==> config.mk <==
export PLATFORM = sky130hd
export DESIGN_NAME = discrete_input_receivers
export DESIGN_NICKNAME = d
export VERILOG_FILES = /design/src/rtl/discrete_input_receivers.sv
export SDC_FILE = /design/constraint.sdc
export NUM_CORES = 1
export LEC_CHECK = 0
export CORE_ASPECT_RATIO = 0.6
export CORE_MARGIN = 2
export CORE_UTILIZATION = 51
export DETAILED_ROUTE_END_ITERATION = 12
export PLACE_DENSITY = 0.76
export SYNTH_ARGS = -nofsm -noshare
export SYNTH_HDL_FRONTEND = slang
export SYNTH_SLANG_ARGS = --single-unit
export TNS_END_PERCENT = 1
==> constraint.sdc <==
create_clock -name SIM_CLK -period 4 [get_ports SIM_CLK]
set_input_delay 1.2 -clock SIM_CLK [delete_from_list [all_inputs] [get_ports SIM_CLK]]
set_output_delay 1.2 -clock SIM_CLK [all_outputs]
set_load 0.01 [all_outputs]
==> src/rtl/discrete_input_receivers.sv <==
// discrete_input_receivers
//
// Receive side of the triple-redundant discrete interface. Each of the N
// input bits arrives on three channels (A/B/C) that are asynchronous to
// SIM_CLK. Every bit goes through three steps:
//   - each channel passes through a two-flop synchroniser;
//   - the three synchronised channels are majority-voted;
//   - the voted bit is debounced into filt_reg.
// The computer reads the filtered word with a 4-phase RD_REQ/RD_ACK
// handshake. DIR_CHG is sticky and reports that filt_reg moved since the
// last capture.
//
// Optional build macro: DISC_MISCOMPARE_EN
//   Defined   : builds per-bit channel-miscompare counters. MISCMP is sticky
//               and is cleared by MISCMP_CLR.
//   Undefined : MISCMP is tied to 0 and MISCMP_CLR is ignored.
//
// Ports:
//   SIM_CLK     in   system clock
//   SIM_RST     in   asynchronous active-high reset
//   DI_A/B/C    in   [N] discrete inputs, three redundant channels
//   RD_REQ      in   read request (level, 4-phase)
//   DIR         out  [N] captured discrete input register
//   RD_ACK      out  read acknowledge (registered)
//   DIR_CHG     out  sticky: filtered word changed since last capture
//   MISCMP      out  [N] sticky per-bit channel miscompare
//   MISCMP_CLR  in   clears MISCMP
module discrete_input_receivers #(
    parameter int N            = 4,
    parameter int DEBOUNCE     = 4,
    parameter int MISCMP_LIMIT = 8
) (
    input  logic         SIM_CLK,
    input  logic         SIM_RST,
    input  logic [N-1:0] DI_A,
    input  logic [N-1:0] DI_B,
    input  logic [N-1:0] DI_C,
    input  logic         RD_REQ,
    output logic [N-1:0] DIR,
    output logic         RD_ACK,
    output logic         DIR_CHG,
    output logic [N-1:0] MISCMP,
    input  logic         MISCMP_CLR
);

    localparam int DW = (DEBOUNCE > 1) ? $clog2(DEBOUNCE + 1) : 1;

    typedef enum logic {IDLE = 1'b0, ACK = 1'b1} state_t;

    // Two-flop synchronisers, one pair per channel.
    logic [N-1:0] s1_a_reg, s1_b_reg, s1_c_reg;
    logic [N-1:0] s2_a_reg, s2_b_reg, s2_c_reg;
    logic [N-1:0] vote;
    logic [N-1:0] filt_reg;
    logic [N-1:0] filt_toggle;

    state_t       state_reg, state_next;
    logic         capture;
    logic         rd_ack_next;
    logic         rd_ack_reg;
    logic [N-1:0] dir_reg;
    logic         dir_chg_reg;

    always_ff @(posedge SIM_CLK or posedge SIM_RST) begin
        if (SIM_RST) begin
            s1_a_reg <= '0;
            s1_b_reg <= '0;
            s1_c_reg <= '0;
            s2_a_reg <= '0;
            s2_b_reg <= '0;
            s2_c_reg <= '0;
        end else begin
            s1_a_reg <= DI_A;
            s1_b_reg <= DI_B;
            s1_c_reg <= DI_C;
            s2_a_reg <= s1_a_reg;
            s2_b_reg <= s1_b_reg;
            s2_c_reg <= s1_c_reg;
        end
    end

    // 2-of-3 majority. A single faulty channel can never move the vote.
    assign vote = (s2_a_reg & s2_b_reg) | (s2_a_reg & s2_c_reg) | (s2_b_reg & s2_c_reg);

    // Debounce. The counter tracks how many consecutive samples of the vote
    // have disagreed with filt. When the next disagreeing sample would make
    // that count DEBOUNCE, the bit flips on that edge instead.
    genvar gi;
    generate
        for (gi = 0; gi < N; gi++) begin : g_deb
            logic [DW-1:0] cnt_reg;
            logic          differ;

            assign differ          = vote[gi] ^ filt_reg[gi];
            assign filt_toggle[gi] = differ && (cnt_reg == DW'(DEBOUNCE - 1));

            always_ff @(posedge SIM_CLK or posedge SIM_RST) begin
                if (SIM_RST) begin
                    cnt_reg <= '0;
                end else if (!differ || filt_toggle[gi]) begin
                    cnt_reg <= '0;
                end else begin
                    cnt_reg <= cnt_reg + 1'b1;
                end
            end
        end
    endgenerate

    always_ff @(posedge SIM_CLK or posedge SIM_RST) begin
        if (SIM_RST) begin
            filt_reg <= '0;
        end else begin
            filt_reg <= filt_reg ^ filt_toggle;
        end
    end

    // Read handshake FSM: state register.
    always_ff @(posedge SIM_CLK or posedge SIM_RST) begin
        if (SIM_RST) begin
            state_reg <= IDLE;
        end else begin
            state_reg <= state_next;
        end
    end

    // Read handshake FSM: next state. Leaving ACK requires RD_REQ to be seen
    // low, so one request level yields exactly one capture.
    always_comb begin
        state_next = state_reg;
        case (state_reg)
            IDLE:    if (RD_REQ)  state_next = ACK;
            ACK:     if (!RD_REQ) state_next = IDLE;
            default: state_next = IDLE;
        endcase
    end

    // Read handshake FSM: outputs.
    always_comb begin
        capture     = 1'b0;
        rd_ack_next = 1'b0;
        if (state_reg == IDLE && RD_REQ) begin
            capture = 1'b1;
        end
        if (state_next == ACK) begin
            rd_ack_next = 1'b1;
        end
    end

    // DIR captures the pre-toggle filt_reg. When a toggle coincides with a
    // capture, the set of DIR_CHG takes priority so the change is not lost.
    always_ff @(posedge SIM_CLK or posedge SIM_RST) begin
        if (SIM_RST) begin
            rd_ack_reg  <= 1'b0;
            dir_reg     <= '0;
            dir_chg_reg <= 1'b0;
        end else begin
            rd_ack_reg <= rd_ack_next;
            if (capture) begin
                dir_reg <= filt_reg;
            end
            if (|filt_toggle) begin
                dir_chg_reg <= 1'b1;
            end else if (capture) begin
                dir_chg_reg <= 1'b0;
            end
        end
    end

    assign DIR     = dir_reg;
    assign RD_ACK  = rd_ack_reg;
    assign DIR_CHG = dir_chg_reg;

`ifdef DISC_MISCOMPARE_EN
    localparam int MW = (MISCMP_LIMIT > 1) ? $clog2(MISCMP_LIMIT + 1) : 1;

    logic [N-1:0] mis_set;
    logic [N-1:0] miscmp_reg;

    generate
        for (gi = 0; gi < N; gi++) begin : g_mis
            logic [MW-1:0] mcnt_reg;
            logic          disagree;

            assign disagree = (s2_a_reg[gi] ^ vote[gi]) | (s2_b_reg[gi] ^ vote[gi]) |
                              (s2_c_reg[gi] ^ vote[gi]);
            // The set is asserted on the edge the count reaches the limit and
            // on every edge while it stays saturated. A clear issued while
            // the fault persists therefore cannot hide the fault.
            assign mis_set[gi] = disagree && (mcnt_reg >= MW'(MISCMP_LIMIT - 1));

            always_ff @(posedge SIM_CLK or posedge SIM_RST) begin
                if (SIM_RST) begin
                    mcnt_reg <= '0;
                end else if (!disagree) begin
                    mcnt_reg <= '0;
                end else if (mcnt_reg != MW'(MISCMP_LIMIT)) begin
                    mcnt_reg <= mcnt_reg + 1'b1;
                end
            end
        end
    endgenerate

    always_ff @(posedge SIM_CLK or posedge SIM_RST) begin
        if (SIM_RST) begin
            miscmp_reg <= '0;
        end else begin
            miscmp_reg <= (miscmp_reg & ~{N{MISCMP_CLR}}) | mis_set;
        end
    end

    assign MISCMP = miscmp_reg;
`else
    logic unused_sink;
    assign unused_sink = MISCMP_CLR ^ (MISCMP_LIMIT > 0);
    assign MISCMP      = '0;
`endif

endmodule

Word level (Yosys, flattened, before mapping)
Index checks and enable logic that the tools add are counted.
{"block": "word_totals", "ff_bits": 47, "in_bits": 16}
{"block": "classes", "n_addsub": 4, "n_eq_ne": 4, "mux": 9, "n_bitwise": 11, "reduce_logical": 15}
{"operator": "$add 3x1->3 const B", "count": 4}
{"operator": "$and 4x4->4", "count": 3}
{"operator": "$eq 3x2->1 const B", "count": 4}
{"operator": "$mux 3", "count": 4}
{"operator": "$or 4x4->4", "count": 2}
{"operator": "$logic_and 1x1->1", "count": 5}
{"operator": "$mux 1", "count": 5}
{"operator": "$logic_not 1->1", "count": 4}
{"operator": "$logic_or 1x1->1", "count": 4}
{"operator": "$reduce_or 4->1", "count": 1}
{"operator": "$xor 1x1->1", "count": 4}
{"operator": "$xor 4x4->4", "count": 1}
{"operator": "$reduce_bool 2->1", "count": 1}
{"operator": "$not 1->1", "count": 1}

Logic depth before layout (Yosys ltp)
Gate-level depths: netlist of run 1.
{"block": "logic_depth", "depth_word": 7, "depth_mapped": 6}

Worst setup path before layout of run 1
OpenSTA, ideal clock, no wires.
{"block": "synth_timing", "kind": "input to register", "startpoint": "input port RD_REQ", "endpoint": "register dir_chg_reg, in the netlist DIR_CHG", "setup_ns": 0.137, "t_arrival_ns": 1.703, "required_time_ns": 3.863, "setup_slack_ns": 2.160, "stages": 4, "path_buffers": 0, "path_cell_list": "nand2b_1 > a21oi_2 > o211a_1 > o2111ai_1"}
{"block": "synth_between", "elab_chain_len": 3}
{"element": "from (decl)", "line_no": "38", "rtl": "input logic RD_REQ,"}
{"element": "$logic_and 1x1->1", "line_no": "141", "rtl": "if (state_reg == IDLE && RD_REQ) begin"}
{"element": "$mux 1", "line_no": "141"}
{"element": "$reduce_bool 2->1 (no line)"}
{"element": "to (signal assigned)", "line_no": "155", "rtl": "dir_chg_reg <= 1'b0;"}
{"element": "to (signal assigned)", "line_no": "162", "rtl": "dir_chg_reg <= 1'b1;"}
{"element": "to (signal assigned)", "line_no": "164", "rtl": "dir_chg_reg <= 1'b0;"}
{"element": "to (decl)", "line_no": "62", "rtl": "logic dir_chg_reg;"}
Every way passes these cells.
A chain may end at the register's enable or synchronous reset.

Final worst setup path of run 1
{"block": "layout_timing", "startpoint": "register dir_chg_reg, in the netlist DIR_CHG", "endpoint": "output port DIR_CHG"}
{"element": "to (decl)", "line_no": "41", "rtl": "output logic DIR_CHG,"}
No word-level cell between the ends.

==> implementation parameters, run 1 <==
Parameter                              Value

Critical path
  Worst reg2reg path startpoint    g_deb[2].cnt_reg[0]
  Required time at the endpoint of the critical path    between 2000 and 3000 ps
  Worst setup EP type    output pin
  Number of buffer and inverter stages on the critical path    1
  Max incr delay on CP    540 ps
  Crit path max-delay family    buffers and inverters
  Worst R2R Path Depth    6
  Startpoint type of the worst setup path    flop
  Capture instance of the worst register-to-register path    DIR_CHG
  Critical path, cell by cell    clkdlybuf4s50_1
  Maximum fanout encountered on the critical timing path    2
  FF-to-FF setup slack    ~2500 ps
  Slowest stage cell on the critical path    clkdlybuf4s50_1
  Arrival time of data at the critical path endpoint    1200 ps
  Worst setup path class    reg -> out

Outcome
  Outcome    completed

Cells and area
  Net count, final    ~160
  Number of inserted filler cells in the final layout    232
  Ant diodes    0
  Share of final-layout standard cells stronger than drive strength 1    15.9%
  Most common library cell in the layout ignoring fill and taps    dfrtp_1
  Cell area after layout    2000 um^2
  Area Overhead vs Synth    21.4%
  Most frequent cells in the layout    dfrtp_1 (46), clkdlybuf4s50_1 (20), inv_1 (9), nor2_1 (9)
  Flip-flop count of the largest register, all copies and words added    12

Synthesis
  Yosys top cell area share    approximately 70%
  Cells after Synth    110
  Cell types occupying the most area after synthesis    dfrtp_1 (70%), ha_1 (6.1%), mux2_2 (5.5%)
  Synthesized cell area    roughly 1600 um^2
  Cell taking the most area after synthesis    dfrtp_1
  Synthesis-stage register bit count    between 40 and 50
  Post-synthesis average cell area    15.0 um^2
  Sequential cell area fraction in the yosys report    69.9%
  Number of warnings issued by yosys    0
  Count of unique library cells instantiated by Yosys    23

STA
  Setup violators final    0
  Worst Clk Skew    2.66 ps
  Final Cycle Share    60.1%
  Fmax    416 MHz
  Hold Vio Cnt, Final    0
  Total negative slack for setup checks    0 ps
  Number of max-slew violations in the final report    0
  Minimum clock period after layout    2400 ps
  Setup repair after global routing missed its margin    false

Clock network
  TritonCTS sink count    46
  Clock root buffer    clkbuf_8
  Cts hold-fix bufs    0
  Depth of the CTS H-tree    2
  CTS resizes    0
  Count of buffers added by post-CTS timing repair for setup    0
  Number of buffers created by CTS    5
  Register clock-pin slew on the reported worst setup and hold paths    80 ps
  Maximum count of clock buffers along a single path    2
  Clock latency of the later-clocked register in the worst-skew pair    290 ps
  TritonCTS clock tree    built

Route
  Post-detailed-route wirelength per cell    11.4 um
  Via count    between 800 and 900
  Average vias per placed instance    between 4 and 5
  DRC marker count from the first detailed-route iteration    30
  Total Routed Length    2060 um
  DRC violation count after routing    0
  Post-detailed-route count of antenna-violating nets    0
  Drt first pass iters    4

Global routing
  Overall overflow remaining after global route    0
  Largest net degree at the start of global routing    37
  Wire length of the first global-routing pass    3510 um
  Number of antenna violations at the first check in global routing    0
  Number of global-route vias before repair    842
  Total GRT Usage    about 14%

Min path
  Worst hold-check path type    reg -> reg
  Worst Hold End    s2_a_reg[3]
  Min-Delay Startpoint    s1_a_reg[3]
  Hold Path Stages    0

Placed design
  Number of buffers added on ports    20
  Area after DPL    between 1500 and 2000 um^2
  GPL Wtd Cong    0.688
  Dpl hpwl    around 1600 um

Job
  Max-cap violations    0

Die
  Initial standard-cell utilization of the core    55.5%
  Number of top-level design ports    26
  Die ar.    3710 um^2
  Horizontal extent of the die    77.4 um
  Die Y    roughly 48 um
  Placeable Area    about 3000 um^2
  Number of standard-cell rows in the floorplan    15

Power
  Leakage Power    0.914 nW
  Power Density    626 nW/um^2
  Max IR drop VDD    around 0.4 mV
  Total power consumption of the routed design    0.00125 W
## synthesized netlist by cell type, drive strengths merged
cell,instances
dfrtp,46
inv,9
nor2,9
ha,8
mux2,8
buf,4
maj3,4
nand2b,4
nand2,2
nor3,2
xnor2,2
xor2,2
a21oi,1
and4b,1
conb,1
mux2i,1
nand3b,1
nor3b,1
o2111ai,1
o211a,1
o21ai,1
or2,1
## area by class of cell
cell class              count  area, um^2  area share, %
multi-input cells          54         443           22.2
flip-flops and latches     46        1150           57.6
clock buffers               6        72.6           3.63
well taps                  42        52.6           2.63
clock inverters             2        37.5           1.88
repair buffers             21         208           10.4
inverters                   9        33.8           1.69
## through the flow
stage                     hold slack (ps)  cells  worst slack [ps]  util (%)
final                                 352    180              1600      67.4
after global routing                  357    180              1550      67.4
after CTS                             354    180              1580      67.4
after detailed placement              336    172              1540      63.7
after global placement                332    172              1560      63.7
after floorplan                       331    113              1710         -
## power breakdown
group          internal (W)  switching (W)
registers          0.000566      0.0000620
clock network      0.000186       0.000144
logic              0.000169       0.000125
## cell families after synthesis
| kind of cell | count (synthesis) | synth area share [%] |
|---|---|---|
| xor gates and xnor gates | 4 | 2.58 |
| and+or+nand+nor | 21 | 6.54 |
| adders and majority gates | 12 | 8.81 |
| other | 1 | 0.228 |
| DFF | 46 | 69.9 |
| AOI/OAI and AO/OA | 4 | 1.98 |
| buffers and inverters | 13 | 3.88 |
| muxes | 9 | 6.08 |
## how the worst max path moves through the flow
stage	startpoint	endpoint	slack, ps	cells past startpoint
detailed placement	RD_REQ	DIR_CHG	1540	5
floorplan	SIM_RST	DIR[0]	1710	1
CTS	DIR_CHG	DIR_CHG	1580	1
global route	DIR[1]	DIR[1]	1550	1
finish	DIR_CHG	DIR_CHG	1600	1
global placement	RD_REQ	DIR_CHG	1560	5
## metal layers
layer  up-vias  share of wire, %  GRT usage (%)  routed length, um
li1        405                 -              -                  -
met1       388                44           14.9                898
met2        26                48           21.9                993
met3         0               8.0           8.68                165
met4         0                 0           5.36                  0
met5         -                 0              0                  0
No activity file was read; power rests on OpenSTA's default activity.
==> run 2: changes to the inputs <==
--- a/config.mk
+++ b/config.mk
@@ -7,9 +7,9 @@
 export LEC_CHECK = 0
 export CORE_ASPECT_RATIO = 0.6
 export CORE_MARGIN = 2
-export CORE_UTILIZATION = 51
+export CORE_UTILIZATION = 46
 export DETAILED_ROUTE_END_ITERATION = 12
-export PLACE_DENSITY = 0.76
+export PLACE_DENSITY = 0.73
 export SYNTH_ARGS = -nofsm -noshare
 export SYNTH_HDL_FRONTEND = slang
 export SYNTH_SLANG_ARGS = --single-unit
==> constraint.sdc (replaced) <==
create_clock -name SIM_CLK -period 2 [get_ports SIM_CLK]
set_input_delay 0.6 -clock SIM_CLK [delete_from_list [all_inputs] [get_ports SIM_CLK]]
set_output_delay 0.6 -clock SIM_CLK [all_outputs]
set_load 0.01 [all_outputs]
==> run 2 against run 1 <==
  * Non-clock buffer count unchanged
  * Sequential power up 99%
  * Die area up 10%
  * Worst setup slack worse by 1400 ps
  * Critical endpoint unchanged
  * Largest power group unchanged
  * Routed wire length up 0.53%
==> implementation parameters, run 2 (synthesis gave the netlist of run 1 again) <==
Parameter                              Value

Cells and area
  Net count, final    161 (unchanged)
  Flip-flop count of the largest register, all copies and words added    12 (unchanged)
  Most common library cell in the layout ignoring fill and taps    dfrtp_1 (unchanged)
  Most frequent cells in the layout    dfrtp_1 (46), clkdlybuf4s50_1 (20), inv_1 (9), nor2_1 (9) (unchanged)
  Seq. cell area    1150 um^2 (unchanged)
  Area Overhead vs Synth    22.3% (was 21.4%)
  Final standard cell count with taps included and fillers excluded    183 (was 180)
  Ant diodes    0 (unchanged)
  Share of final-layout standard cells stronger than drive strength 1    15.9% (unchanged)
  Area of the multi-input gates    443 um^2 (unchanged)
  Number of inserted filler cells in the final layout    256 (was 232)

Route
  DRC marker count from the first detailed-route iteration    35 (was 30)
  Via count    825 (was 819)
  Total Routed Length    2070 um (was 2060 um)
  Drt first pass iters    4 (unchanged)
  Average vias per placed instance    4.51 (was 4.55)
  Post-detailed-route count of antenna-violating nets    0 (unchanged)
  DRC violation count after routing    0 (unchanged)
  Post-detailed-route wirelength per cell    11.3 um (was 11.4 um)

Clock network
  Clock root buffer    clkbuf_8 (unchanged)
  Clock latency of the later-clocked register in the worst-skew pair    290 ps (about the same)
  CTS resizes    0 (unchanged)
  Number of buffers created by CTS    5 (unchanged)
  Register clock-pin slew on the reported worst setup and hold paths    80 ps (about the same)
  TritonCTS sink count    46 (unchanged)
  Maximum count of clock buffers along a single path    2 (unchanged)
  Cts hold-fix bufs    0 (unchanged)
  Depth of the CTS H-tree    2 (unchanged)
  TritonCTS clock tree    built (unchanged)
  Count of buffers added by post-CTS timing repair for setup    0 (unchanged)

Placed design
  Number of buffers added on ports    20 (unchanged)
  GPL Wtd Cong    0.732 (was 0.688)
  Dpl hpwl    1470 um (was 1570 um)
  Count of placed standard cells including taps    175 (was 172)

Power
  Leakage Power    0.918 nW (was 0.914 nW)
  Total power consumption of the routed design    0.00250 W (was 0.00125 W)
  Cell-internal power    0.00185 W (was 0.000921 W)
  Logic pwr share    23.7% (was 23.5%)
  Power Density    1240 nW/um^2 (was 626 nW/um^2)
  Max IR drop VDD    0.577 mV (was 0.396 mV)
  Switch share    26.3% (was 26.4%)
  Clock network power share    26.2% (was 26.3%)
  Register share of total power    50.1% (was 50.2%)
  Sw power    0.000657 W (was 0.000330 W)

Critical path
  Number of buffer and inverter stages on the critical path    1 (unchanged)
  Max incr delay on CP    550 ps (was 540 ps)
  Worst setup EP type    output pin (unchanged)
  Startpoint type of the worst setup path    flop (unchanged)
  Arrival time of data at the critical path endpoint    1220 ps (was 1200 ps)
  Required time at the endpoint of the critical path    1400 ps (was 2800 ps)
  Crit path max-delay family    buffers and inverters (unchanged)
  Worst setup path class    reg -> out (unchanged)
  Maximum fanout encountered on the critical timing path    2 (unchanged)
  Slowest stage cell on the critical path    clkdlybuf4s50_1 (unchanged)
  Critical path, cell by cell    clkdlybuf4s50_1 (unchanged)

Global routing
  Number of global-route vias before repair    853 (was 842)
  Total GRT Usage    12.6% (was 13.5%)
  Wire length of the first global-routing pass    3710 um (was 3510 um)
  Overall overflow remaining after global route    0 (unchanged)
  Number of antenna violations at the first check in global routing    0 (unchanged)
  Largest net degree at the start of global routing    47 (was 37)

STA
  Number of max-slew violations in the final report    0 (unchanged)
  Final Cycle Share    90.9%
  Total negative slack for setup checks    0 ps (unchanged)
  Hold Vio Cnt, Final    0 (unchanged)
  Setup violators final    0 (unchanged)
  Minimum clock period after layout    around 1800 ps
  Fmax    550 MHz
  Setup repair after global routing missed its margin    false (unchanged)
  Worst Clk Skew    2.94 ps (was 2.66 ps)

Outcome
  Outcome    completed (unchanged)

Die
  Initial standard-cell utilization of the core    49.3% (was 55.5%)
  Number of standard-cell rows in the floorplan    16 (was 15)
  Number of top-level design ports    26 (unchanged)
  Die ar.    4090 um^2 (was 3710 um^2)
  Horizontal extent of the die    81.2 um (was 77.4 um)
  Die Y    50.3 um (was 48.0 um)
  Placeable Area    3340 um^2 (was 2970 um^2)

Job
  Max-cap violations    0 (unchanged)

Min path
  Worst hold-check path type    reg -> reg (unchanged)
-- run 2: layer usage --
metal	GRT usage [%]	vias to the layer above	routed length, um
li1	-	403	-
met1	15.7	392	969
met2	20.0	26	944
met3	4.86	4	133
met4	5.08	0	21
met5	0	-	0
-- run 2: power groups by stage --
stage / Combinational (W) / Sequential (W) / Clock (W)
global route: 0.000672 / 0.00128 / 0.000717
global placement: 0.000563 / 0.00126 / 0
detailed placement: 0.000595 / 0.00127 / 0
floorplan: 0.000378 / 0.00127 / 0
CTS: 0.000604 / 0.00125 / 0.000683
finish: 0.000593 / 0.00125 / 0.000657
-- run 2: worst paths after layout --
| kind | from | endpoint | slack [ps] | cells after the start |
|---|---|---|---|---|
| worst min-delay path | s1_a_reg[2] | s2_a_reg[2] | 350 | 0 |
| min in group asynchronous | SIM_RST | s1_b_reg[1] | 670 | 3 |
| worst min register to register | s1_a_reg[2] | s2_a_reg[2] | 350 | 0 |
| worst max-delay path | DIR_CHG | DIR_CHG | 180 | 1 |
| max in group asynchronous | SIM_RST | s2_c_reg[0] | 1130 | 3 |
| worst max register to register | g_deb[2].cnt_reg[0] | DIR_CHG | 510 | 6 |
-- run 2: worst register-to-register path: stages (launching register included) --
cell	delay, ps
dfrtp_1	390
ha_1	200
ha_1	220
and4b_1	210
a21oi_2	100
o211a_1	150
o2111ai_1	100
-- run 2: through the flow --
step | hold slack [ps] | area [um^2] | setup slack, ps | util, %
global placement | 334 | 1900 | 179 | 57.0
finish | 351 | 2010 | 183 | 60.3
detailed placement | 336 | 1900 | 153 | 57.0
global route | 360 | 2010 | 127 | 60.3
floorplan | 331 | 1660 | 312 | -
CTS | 354 | 2010 | 173 | 60.3
-- run 2: final cells by class --
| cell class | instances | share of cell area, % |
|---|---|---|
| well taps | 45 | 2.80 |
| clock buffers | 6 | 3.60 |
| multi-input cells | 54 | 22.0 |
| inverters | 9 | 1.68 |
| repair buffers | 21 | 10.9 |
| clock inverters | 2 | 1.86 |
| flip-flops and latches | 46 | 57.1 |
==> run 3: changes to the inputs <==
--- a/config.mk
+++ b/config.mk
@@ -10,6 +10,7 @@
 export CORE_UTILIZATION = 46
 export DETAILED_ROUTE_END_ITERATION = 12
 export PLACE_DENSITY = 0.73
+export SETUP_SLACK_MARGIN = 0.02
 export SYNTH_ARGS = -nofsm -noshare
 export SYNTH_HDL_FRONTEND = slang
 export SYNTH_SLANG_ARGS = --single-unit
==> results of run 3 <==
Same layout as run 2: the final DEF is identical, and so are final timing and power.
==> variant 1, RTL diff (settings of run 1) <==
The parameter `DEBOUNCE` goes from 4 to 16.
--- a/src/rtl/discrete_input_receivers.sv
+++ b/src/rtl/discrete_input_receivers.sv
@@ -27,7 +27,7 @@
 //   MISCMP_CLR  in   clears MISCMP
 module discrete_input_receivers #(
     parameter int N            = 4,
-    parameter int DEBOUNCE     = 4,
+    parameter int DEBOUNCE     = 16,
     parameter int MISCMP_LIMIT = 8
 ) (
     input  logic         SIM_CLK,
Function: changed (a bounded check fails within 10 cycles, from zero or initial values and one cycle with SIM_RST high).
==> variant 1 against run 1 <==
Design area is 14% higher; largest cell class unchanged; critical path depth unchanged; global-route usage rose by 1.1 points; highest routed layer is now met4; clock skew rose by 0.0019 ns; routed wire length up 27%; area after synthesis rose by 19%; sequential cell count rose by 8; worst setup slack got worse by 0.022 ns; sequential share of layout area increased by 1.7 points; critical path type unchanged.
Power is not compared: it rests on default switching activity, and its combinational part moved more than twofold at a synthesized area within 25%.
==> variant 1: results (changes against run 1) <==
[global_routing]
grt.met2_usage_pct=23.2  ; was 21.9%
global_route.usage.met3_pct=5.87  ; was 8.68%
global_route.usage.met1_pct=18.5  ; was 14.9%
overall_routing_resource_usage_pct=14.6  ; was 13.5%
wire_length_of_the_first_global_routing_pass_mm=4.67  ; was 3.51 mm

[place]
dp.cells=206  ; was 172
placed_cell_area_um2=2200  ; was 1890 µm²
dp_hpwl_mm=1.89  ; was 1.57 mm
preCtsSetupSlack_ns=1.48  ; was 1.54 ns
port_buffers=20  ; unchanged
gpl.final_weighted_congestion=0.765  ; was 0.688

[yosys]
ys_types=18  ; was 23
yosysSeqAreaShare_pct=69.1  ; was 69.9%
cell_types_with_the_largest_area_share_after_synthesis=sky130_fd_sc_hd__dfrtp_1, sky130_fd_sc_hd__ha_1, sky130_fd_sc_hd__mux2_2, sky130_fd_sc_hd__nor2_1, sky130_fd_sc_hd__xnor2_1  ; was sky130_fd_sc_hd__dfrtp_1, sky130_fd_sc_hd__ha_1, sky130_fd_sc_hd__mux2_2, sky130_fd_sc_hd__maj3_2, sky130_fd_sc_hd__inv_1
synthesized_instance_count=140  ; was 110
adder_cell_fraction_of_synth_area_pct=7.42  ; was 8.81%
post_synth_xor_area_fraction_pct=5.75  ; was 2.58%
synth_mux_area_share_pct=4.60  ; was 6.08%
netlist_top_cells_count=sky130_fd_sc_hd__dfrtp_1, sky130_fd_sc_hd__nor2_1, sky130_fd_sc_hd__inv_1  ; was sky130_fd_sc_hd__dfrtp_1, sky130_fd_sc_hd__inv_1, sky130_fd_sc_hd__nor2_1

[detailed_routing]
drt-initial-drc-count=15  ; was 30
totalWireLength_mm=2.61  ; was 2.06 mm
wl_per_cell_um=12.2  ; was 11.4 µm
number_of_search_and_repair_iterations_in_the_first_detailed_routing_pass=2  ; was 4

[status]
status=complete, no violations  ; unchanged

[cells_and_area]
final_layout_size_suffix_gt1_share_pct=12.7  ; was 15.9%
num-fill-cells=287  ; was 232
largest_register_ffs=20  ; was 12
area_delta_synth_final_pct=16.4  ; was 21.4%

[worst_setup_path]
timing.reg2reg.setup_slack_ns=2.34  ; was 2.50 ns
critical_path.endpoint=DIR[1]  ; was DIR_CHG
worst_setup_path_startpoint=DIR[1]$_DFFE_PP0P_  ; was DIR_CHG$_DFFE_PP0P_
critPathArrivalTime_ns=1.23  ; was 1.20 ns

[min_path]
worstHoldEndpoint=s2_b_reg[0]$_DFF_PP0_  ; was s2_a_reg[3]$_DFF_PP0_
worst_hold_startpoint=s1_b_reg[0]$_DFF_PP0_  ; was s1_a_reg[3]$_DFF_PP0_

[sta]
finalClockSkew_ns=0.00456  ; was 0.00266 ns
finalHoldWorstSlack_ns=0.354  ; was 0.352 ns

[floorplanning]
effective_utilization_at_floorplan_pct=53.2  ; was 55.5%

variant 1: cell types whose count changed in the layout (fill, tap and decap cells not counted), sizes merged, moves of 2 or more:
cell | run 1 | this run
nor2 | 9 | 21
dfrtp | 46 | 54
xnor2 | 2 | 8
and3 | 0 | 4
nand3 | 0 | 4
inv | 9 | 12
nand2 | 2 | 0
nor3 | 2 | 0
xor2 | 2 | 4
variant 1: cells by family (layout without fill, tap and decap cells):
| logic type | after synthesis | in the layout |
|---|---|---|
| and+or+nand+nor | 35 | 35 |
| AOI/OAI and AO/OA | 2 | 2 |
| xor gates and xnor gates | 12 | 12 |
| other | 1 | 4 |
| muxes | 8 | 8 |
| buffers and inverters | 16 | 39 |
| adders and majority gates | 12 | 12 |
| DFF | 54 | 54 |
variant 1: report_power, final:
part / internal, W / leakage [nW] / switching [W]
sequential: 0.000573 / 0.686 / 0.0000153
combinational: 0.0000342 / 0.357 / 0.0000355
clock: 0.000120 / 0.0373 / 0.000158
total: 0.000727 / 1.08 / 0.000208
variant 1: worst register-to-register path: cells and delay by family (launching register included):
kind                     cells  cell delay (ns)
AND/OR/NAND/NOR              1             0.21
adder cells (fa/ha/maj)      2             0.43
flip-flops                   1             0.41
buffers and inverters        1             0.07
AO/OA/AOI/OAI                2             0.44
variant 1: area by class of cell:
class / instances / area share (%)
multi-input cells: 73 / 23.8
flip-flops and latches: 54 / 59.3
well taps: 47 / 2.58
repair buffers: 20 / 8.79
clock inverters: 1 / 0.330
clock buffers: 6 / 3.19
inverters: 12 / 1.98
variant 1: metal layers:
metal / share of wire [%] / wire length (µm) / vias up
li1: - / - / 485
met1: 47 / 1220 / 485
met2: 47 / 1210 / 26
met3: 5.3 / 138 / 5
met4: 1.4 / 36 / 0
met5: 0 / 0 / -
==> variant 2, RTL diff (flow settings as in run 1) <==
Made on the original files. Add a define of `DISC_MISCOMPARE_EN`.
--- a/src/rtl/discrete_input_receivers.sv
+++ b/src/rtl/discrete_input_receivers.sv
@@ -25,6 +25,8 @@
 //   DIR_CHG     out  sticky: filtered word changed since last capture
 //   MISCMP      out  [N] sticky per-bit channel miscompare
 //   MISCMP_CLR  in   clears MISCMP
+`define DISC_MISCOMPARE_EN
+
 module discrete_input_receivers #(
     parameter int N            = 4,
     parameter int DEBOUNCE     = 4,
Check against the original RTL: no difference found for any inputs over 10 cycles, from zero or initial values and one cycle with SIM_RST high; that may be too few to reach the edited logic, so the function may still have changed.
==> variant 2 against run 1 <==
Register-to-register slack worse by 0.15 ns; sequential cell count up 20; power up 68%; critical path depth unchanged; routed wire length up 95%; design area up 59%; final cell count up 81%; sequential power up 58%; clock skew up 0.0036 ns; sequential share of layout area down 5.7 points; area after synthesis up 60%; worst setup slack worse by 0.045 ns; highest routed layer is now met4.
==> variant 2: results (changes against run 1) <==
[status]
status=complete, no violations  ; unchanged

[worst_setup_path]
critPathArrivalTime_ns=1.25  ; was 1.20 ns
timing.reg2reg.setup_slack_ns=2.35  ; was 2.50 ns
regToRegStartpoint=s2_a_reg[3]$_DFF_PP0_  ; was g_deb[2].cnt_reg[0]$_DFF_PP0_
worst_setup_path_startpoint=DIR[3]$_DFFE_PP0P_  ; was DIR_CHG$_DFFE_PP0P_
critical_path.endpoint=DIR[3]  ; was DIR_CHG
r2r.worst_path.cells=4  ; was 6

[sta]
max_freq_mhz=408  ; was 416 MHz
finalClockSkew_ns=0.00626  ; was 0.00266 ns

[global_routing]
overall_routing_resource_usage_pct=16.8  ; was 13.5%
wire_length_of_the_first_global_routing_pass_mm=7.21  ; was 3.51 mm
pin_count_of_the_biggest_net_entering_global_routing=41  ; was 37
grt_pass1_vias=1554  ; was 842

[min_path]
worst_hold_stages=0  ; unchanged
worstHoldEndpoint=s2_a_reg[1]$_DFF_PP0_  ; was s2_a_reg[3]$_DFF_PP0_
class_of_the_tightest_hold_or_removal_check=flop to flop  ; unchanged
worst_hold_startpoint=s1_a_reg[1]$_DFF_PP0_  ; was s1_a_reg[3]$_DFF_PP0_

[detailed_routing]
detailroute.wirelength.met2_mm=1.78  ; was 993 µm
highest_layer=met4  ; was met3
wirelength_met1_mm=1.95  ; was 898 µm
drt-initial-drc-count=47  ; was 30
wl_met3_um=186  ; was 165 µm
totalWireLength_mm=4.00  ; was 2.06 mm

[yosys]
cell_types_with_the_largest_area_share_after_synthesis=sky130_fd_sc_hd__dfrtp_1, sky130_fd_sc_hd__ha_1, sky130_fd_sc_hd__inv_1, sky130_fd_sc_hd__nor2_1, sky130_fd_sc_hd__mux2_2  ; was sky130_fd_sc_hd__dfrtp_1, sky130_fd_sc_hd__ha_1, sky130_fd_sc_hd__mux2_2, sky130_fd_sc_hd__maj3_2, sky130_fd_sc_hd__inv_1
netlist_top_cells_count=sky130_fd_sc_hd__dfrtp_1, sky130_fd_sc_hd__inv_1, sky130_fd_sc_hd__nor2_1  ; unchanged
yosysSeqAreaShare_pct=62.7  ; was 69.9%
ys_types=26  ; was 23

[cells_and_area]
layout.nets=288  ; was 161
largest_register_ffs=16  ; was 12
final_layout_size_suffix_gt1_share_pct=12.7  ; was 15.9%

[place]
preCtsSetupSlack_ns=1.54  ; about the same
dp_hpwl_mm=2.94  ; was 1.57 mm
port_buffers=25  ; was 20
gpl.final_weighted_congestion=0.719  ; was 0.688

[pwr]
switching_share_of_total_power_pct=30.1  ; was 26.4%
leak_nw=1.48  ; was 0.914 nW

[cts]
worstSkewPairLatency_ns=0.34  ; was 0.29 ns
cts_h_tree_depth=3  ; was 2
cts_made_buffers=9  ; was 5

## variant 2: cell count changes after synthesis, sizes merged, moves of 3 or more
cell   delta
nand2    +10
o22ai     +5
nor2     +16
buf       -4
xnor2     +7
dfrtp    +20
or3       +3
inv      +15
nand3     +7
o21ai     +3
a21oi     +9
ha        +9
## variant 2: cell type report
type                    count  area, µm²
repair buffers             27        265
multi-input cells         127        891
well taps                  66       82.6
clock inverters             1       5.00
clock buffers              15        196
fillers                   405       1820
inverters                  24       90.1
flip-flops and latches     66       1650
## variant 2: stage by stage
stage                     hold slack [ns]  cell area (µm²)  std cells
after floorplan                     0.331             2630        217
after global placement              0.335             2980        310
after detailed placement            0.336             2980        310
after CTS                           0.352             3180        326
after global routing                0.356             3180        326
final                               0.349             3180        326
## variant 2: metal layers
layer / track usage (%) / vias up
met3: 6.67 / 9
met4: 8.45 / 0
li1: - / 784
met5: 0 / -
met1: 21.1 / 717
met2: 26.0 / 27
## variant 2: cell families after synthesis
logic type | Yosys count | synth area share, %
mux | 10 | 4.14
flops | 66 | 62.7
buf+inv | 24 | 3.42
compound gates | 22 | 4.75
fa+ha+maj | 20 | 9.36
simple gates | 62 | 11.0
xor+xnor | 13 | 4.61
## variant 2: power by group through the flow
stage,Clock [W],Combinational [W],Sequential [W]
after floorplan,0,0.000392,0.000988
after global placement,0,0.000560,0.000994
after detailed placement,0,0.000582,0.00100
after CTS,0.000557,0.000584,0.000994
after global routing,0.000590,0.000665,0.00102
final,0.000538,0.000571,0.000994
